`config.mk`:
```
export PLATFORM = sky130hd
export DESIGN_NAME = dcache_axi_bridge
export DESIGN_NICKNAME = d
export VERILOG_FILES = /design/src/rtl/dcache_axi_bridge.sv
export SDC_FILE = /design/constraint.sdc
export NUM_CORES = 1
export LEC_CHECK = 0
export CORE_AREA = 2 2 163 165
export CTS_CLUSTER_SIZE = 16
export DETAILED_ROUTE_END_ITERATION = 8
export DIE_AREA = 0 0 165 167
export HOLD_SLACK_MARGIN = 0.02
export PLACE_DENSITY_LB_ADDON = 0.12
export SLEW_MARGIN = 20
export SYNTH_ARGS = -nofsm -noshare
export SYNTH_HDL_FRONTEND = slang
export SYNTH_SLANG_ARGS = --single-unit
```
`constraint.sdc`:
```
create_clock -name clk -period 26.6 [get_ports clk]
set_input_delay 3.99 -clock clk [delete_from_list [all_inputs] [get_ports clk]]
set_output_delay 3.99 -clock clk [all_outputs]
set_load 0.005 [all_outputs]
```
`src/rtl/dcache_axi_bridge.sv`:
```
// AXI4 master bridge for the dcache refill/writeback port.
// Independent read and write FSMs, each with one transaction outstanding, and a same-line read-after-write stall.
module dcache_axi_bridge #(
  parameter logic [3:0] AXI_ID = 4'd1
) (
  input  logic         clk,
  input  logic         rst,
  input  logic         rd_req,
  input  logic [2:0]   rd_type,
  input  logic [31:0]  rd_addr,
  output logic         rd_rdy,
  output logic         ret_valid,
  output logic         ret_last,
  output logic [31:0]  ret_data,
  input  logic         wr_req,
  input  logic [2:0]   wr_type,
  input  logic [31:0]  wr_addr,
  input  logic [3:0]   wr_wstrb,
  input  logic [127:0] wr_data,
  output logic         wr_rdy,
  output logic         bus_err,
  output logic [3:0]   arid,
  output logic [31:0]  araddr,
  output logic [7:0]   arlen,
  output logic [2:0]   arsize,
  output logic [1:0]   arburst,
  output logic         arvalid,
  input  logic         arready,
  input  logic [31:0]  rdata,
  input  logic [1:0]   rresp,
  input  logic         rlast,
  input  logic         rvalid,
  output logic         rready,
  output logic [3:0]   awid,
  output logic [31:0]  awaddr,
  output logic [7:0]   awlen,
  output logic [2:0]   awsize,
  output logic [1:0]   awburst,
  output logic         awvalid,
  input  logic         awready,
  output logic [31:0]  wdata,
  output logic [3:0]   wstrb,
  output logic         wlast,
  output logic         wvalid,
  input  logic         wready,
  input  logic [1:0]   bresp,
  input  logic         bvalid,
  output logic         bready
);

  typedef enum logic [1:0] {R_IDLE, R_AR, R_DATA} rstate_t;
  typedef enum logic [1:0] {W_IDLE, W_AW, W_DATA, W_RESP} wstate_t;

  function automatic logic is_line(input logic [2:0] t);
    return t == 3'b100;
  endfunction

  function automatic logic [7:0] burst_len(input logic [2:0] t);
    return is_line(t) ? 8'd3 : 8'd0;
  endfunction

  // Undefined encodings fall through to word size.
  function automatic logic [2:0] burst_size(input logic [2:0] t);
    case (t)
      3'b000:  return 3'd0;
      3'b001:  return 3'd1;
      default: return 3'd2;
    endcase
  endfunction

  function automatic logic [31:0] burst_addr(input logic [2:0] t, input logic [31:0] a);
    return is_line(t) ? {a[31:4], 4'h0} : a;
  endfunction

  rstate_t        rstate, rstate_nxt;
  wstate_t        wstate, wstate_nxt;
  logic [1:0]     cnt, cnt_nxt;
  logic [31:0]    rd_addr_q, wr_addr_q;
  logic [2:0]     rd_type_q, wr_type_q;
  logic [3:0]     wr_strb_q;
  logic [127:0]   wr_data_q;
  logic           raw_hazard, rd_accept, wr_accept;

  // A pending or same-cycle write to the same line blocks the read until the B handshake.
  assign raw_hazard = (wstate != W_IDLE && wr_addr_q[31:4] == rd_addr[31:4]) ||
                      (wstate == W_IDLE && wr_req && wr_addr[31:4] == rd_addr[31:4]);
  assign rd_rdy    = !rst && rstate == R_IDLE && !raw_hazard;
  assign wr_rdy    = !rst && wstate == W_IDLE;
  assign rd_accept = rd_req && rd_rdy;
  assign wr_accept = wr_req && wr_rdy;

  always_ff @(posedge clk or posedge rst) begin
    if (rst) begin
      rstate <= R_IDLE;
      wstate <= W_IDLE;
      cnt    <= 2'd0;
    end else begin
      rstate <= rstate_nxt;
      wstate <= wstate_nxt;
      cnt    <= cnt_nxt;
    end
  end

  // Request payload is captured whole so dcache can move on immediately.
  always_ff @(posedge clk) begin
    if (rd_accept) begin
      rd_addr_q <= rd_addr;
      rd_type_q <= rd_type;
    end
    if (wr_accept) begin
      wr_addr_q <= wr_addr;
      wr_type_q <= wr_type;
      wr_strb_q <= wr_wstrb;
      wr_data_q <= wr_data;
    end
  end

  always_comb begin
    rstate_nxt = rstate;
    arvalid    = 1'b0;
    rready     = 1'b0;
    case (rstate)
      R_IDLE: if (rd_accept) rstate_nxt = R_AR;
      R_AR: begin
        arvalid = 1'b1;
        if (arready) rstate_nxt = R_DATA;
      end
      R_DATA: begin
        rready = 1'b1;
        if (rvalid && rlast) rstate_nxt = R_IDLE;
      end
      default: rstate_nxt = R_IDLE;
    endcase
  end

  always_comb begin
    wstate_nxt = wstate;
    cnt_nxt    = cnt;
    awvalid    = 1'b0;
    wvalid     = 1'b0;
    bready     = 1'b0;
    case (wstate)
      W_IDLE: if (wr_accept) wstate_nxt = W_AW;
      W_AW: begin
        awvalid = 1'b1;
        if (awready) begin
          wstate_nxt = W_DATA;
          cnt_nxt    = 2'd0;
        end
      end
      W_DATA: begin
        wvalid = 1'b1;
        if (wready) begin
          cnt_nxt = cnt + 2'd1;
          if (wlast) wstate_nxt = W_RESP;
        end
      end
      W_RESP: begin
        bready = 1'b1;
        if (bvalid) wstate_nxt = W_IDLE;
      end
      default: wstate_nxt = W_IDLE;
    endcase
  end

  assign arid    = AXI_ID;
  assign araddr  = burst_addr(rd_type_q, rd_addr_q);
  assign arlen   = burst_len(rd_type_q);
  assign arsize  = burst_size(rd_type_q);
  assign arburst = 2'b01;

  assign awid    = AXI_ID;
  assign awaddr  = burst_addr(wr_type_q, wr_addr_q);
  assign awlen   = burst_len(wr_type_q);
  assign awsize  = burst_size(wr_type_q);
  assign awburst = 2'b01;

  assign wdata = wr_data_q[{cnt, 5'd0} +: 32];
  assign wstrb = is_line(wr_type_q) ? 4'hF : wr_strb_q;
  assign wlast = is_line(wr_type_q) ? (cnt == 2'd3) : 1'b1;

  assign ret_valid = rstate == R_DATA && rvalid;
  assign ret_last  = rstate == R_DATA && rvalid && rlast;
  assign ret_data  = rdata;

  assign bus_err = (rstate == R_DATA && rvalid && rresp != 2'b00) ||
                   (wstate == W_RESP && bvalid && bresp != 2'b00);

endmodule

```
==> impl_metrics.toml <==
[setup_path]
critical_path.max_fanout = 3
worstSetupPathType = "in -> out"
timing.rr.start = "wstate[0]"
start_kind = "input port"
r2r_end = "rd_addr_q[6]"
worst-r2r-setup-slack_ps = 23530
crit_arrival_ps = 6210
worst_setup_path_end_kind = "output pin"
worst_ep_required_time_ps = 22610
reg2reg_depth = 9

[pwr]
power-per-cell-area_mw_per_mm2 = 77.49
ir_worst_vdd_mv = 0.05285
total_leakage_power_uw = 0.004287
design_power_total_uw = 978.4

[sta]
post-route-min-period_ps = 10200
timing.slew.headroom_pct = 28.00
finalClockSkew_ps = 8.639
fin_tns_setup_ps = 0
finalMaxSlewViolations = 0
setup_viol = 0
maxClockFrequency_ghz = 0.09801
final.hold.worst_slack_ps = 585.6
grt_setup_unrepaired = "false"
actual_transition_at_the_worst_max_transition_pin_ps = 1080
hold_viol_final = 0
final.period_utilization_pct = 38.36

[clock_network]
maximum_clock_path_buffer_count = 3
cts_htree_levels = 1
cts_tree = "yes"
clk_pin_slew_worst_setup_hold_paths_ps = 60
cts_hold_buffers = 0
tritoncts_num_sinks = 208
cts_buffers = 24
clock-root-buffer = "clkbuf_16"
post_cts_resize_count = 0
postCtsSetupRepairBufs = 0
clk-insertion-delay-late_ps = 510

[die]
fp.dieH_um = 167
dieArea_sq_mm = 0.02756
fp-row-count = 59
start_util_pct = 34.44
die-width_um = 165
core_sq_mm = 0.02576
ios = 425

[detailed_routing]
dr.pass1.iters = 5
num_vias = 4971
drt_wl_total_um = 21430
postRouteAntennaNets = 0
drc_markers = 0
route.detailed.vias_per_inst = 4.423
dr.first_iter.drc_count = 243
avgRoutedWirePerCell_um = 19.07

[placement]
placed_cell_area_sq_mm = 0.01187
post-dp-hpwl_um = 16430
port_buffers = 334
final_replace_weighted_congestion = 0.7620
place_inst = 1081

[synthesis]
postSynthCellCount = 507
synth-edff-count = 202
ys_types = 30
postSynth.asyncResetShare_pct = 2.885
yosys_warnings = 0
synth.yosys.seq_area_share_pct = 70.05
synth.avg_cell_area_sq_um = 17.50
yosys.area.top_type = "edfxtp_1"
synthFlopType = "edfxtp_1"
syn-cell-area_sq_mm = 0.008874
synth.ff_latch_count = 208
netlist_top_cells_area = "edfxtp_1 (68%), buf_4 (9.8%), mux4_2 (8.1%)"
synth_top_area_share_pct = 68.36

[hold_path]
hp-start = "wstate[0]"
worstHoldEndpoint = "wstate[0]"
class_of_the_most_critical_hold_timing_path = "reg -> reg"
min_path_cells = 1

[global_routing]
grt_pass1_vias = 5520
grt_antenna_before_repair = 1
wire_length_of_the_first_global_routing_pass_um = 31520
global_route.overflow_total = 0
globalRouteTotalUtil_pct = 15.18
grt_start_max_net_pins = 87

[cells_and_area]
layout.cells.most_common = "clkdlybuf4s50_1"
most-common-layout-cells = "clkdlybuf4s50_1 (334), edfxtp_1 (202), xor2_1 (34)"
fin_cells = 1124
syn_to_final_growth_pct = 42.29
antenna_cells = 0
final_layout_size_suffix_gt1_share_pct = 10.65
fin_nets = 1026
postLayoutCellArea_sq_mm = 0.01263

[status]
outcome = "finished clean"

[job]
maxCapViolCount = 0
-- Yosys cell counts, types with 2 or more instances --
library cell	number
edfxtp_1	202
buf_4	116
xor2_1	34
mux4_2	32
xnor2_1	22
nor2b_1	11
nor4_1	10
inv_1	8
nand4_1	8
dfrtp_1	6
ha_1	6
o21ai_0	6
or2_2	6
nand2_1	5
nor2_1	5
a22o_1	4
buf_2	4
clkbuf_1	4
nand2b_1	3
nand3_1	3
and2_1	2
conb_1	2
-- worst max path at each step --
stage          slack, ps         from      endpoint  depth (start not counted)
3_3_place_gp       16430  wr_addr[23]        rd_rdy                          7
2_1_floorplan      14910       wr_req  wr_addr_q[0]                          2
5_1_grt            16200   rd_addr[6]        rd_rdy                          7
3_5_place_dp       16370  rd_addr[15]        rd_rdy                          7
4_1_cts            16360  wr_addr[23]        rd_rdy                          7
6_report           16400  rd_addr[15]        rd_rdy                          7
-- state kept, by name, indices dropped and copies added (netlist names) --
register and flops:
cnt 2, rd_addr_q 32, rd_type_q 3, rstate 2
wr_addr_q 32, wr_data_q 128, wr_strb_q 4, wr_type_q 3
wstate 2
-- per-stage QoR --
step / utilization, % / worst slack, ps
detailed placement: 46.06 / 16370
floorplan: - / 14910
global route: 49.01 / 16200
finish: 49.01 / 16400
global placement: 46.06 / 16430
CTS: 49.01 / 16360
-- layer usage --
metal  vias to the layer above  GRT usage (%)  routed length, um
met5                         -              0                 11
met4                         2          3.970                353
met3                        36          5.828               2432
met2                       253          27.03              11160
met1                      2391          16.84               7472
li1                       2289              -                  -
-- cell families after synthesis --
family          count (synthesis)  synth area share [%]
simple gates                   58                 3.835
mux                            32                 8.122
flops                         208                 70.05
compound gates                 13                0.9870
fa+ha+maj                       6                0.8460
buf+inv                       132                 10.55
xor+xnor                       56                 5.527
other cells                     2               0.08463
-- layout make-up --
type / count / area [sq um]
clock buffers: 27 / 611.8
clock inverters: 16 / 147.6
fillers: 2215 / 13140
inverters: 8 / 30.03
multi-input cells: 191 / 1819
flip-flops and latches: 208 / 6217
well taps: 335 / 419.2
repair buffers: 339 / 3381
-- report_power, final --
| part | switching (uW) | internal, uW |
|---|---|---|
| clock | 129 | 185 |
| combinational | 104 | 146 |
| sequential | 10.8 | 403 |
| total | 244 | 735 |
-- worst max-delay path, stage by stage --
cell             delay, ps
clkdlybuf4s50_1        470
xor2_1                 160
nor4_1                 410
nand4_1                200
nor4_1                 350
nor3_1                 140
clkdlybuf4s50_1        490
No activity file was read; power rests on OpenSTA's default activity.
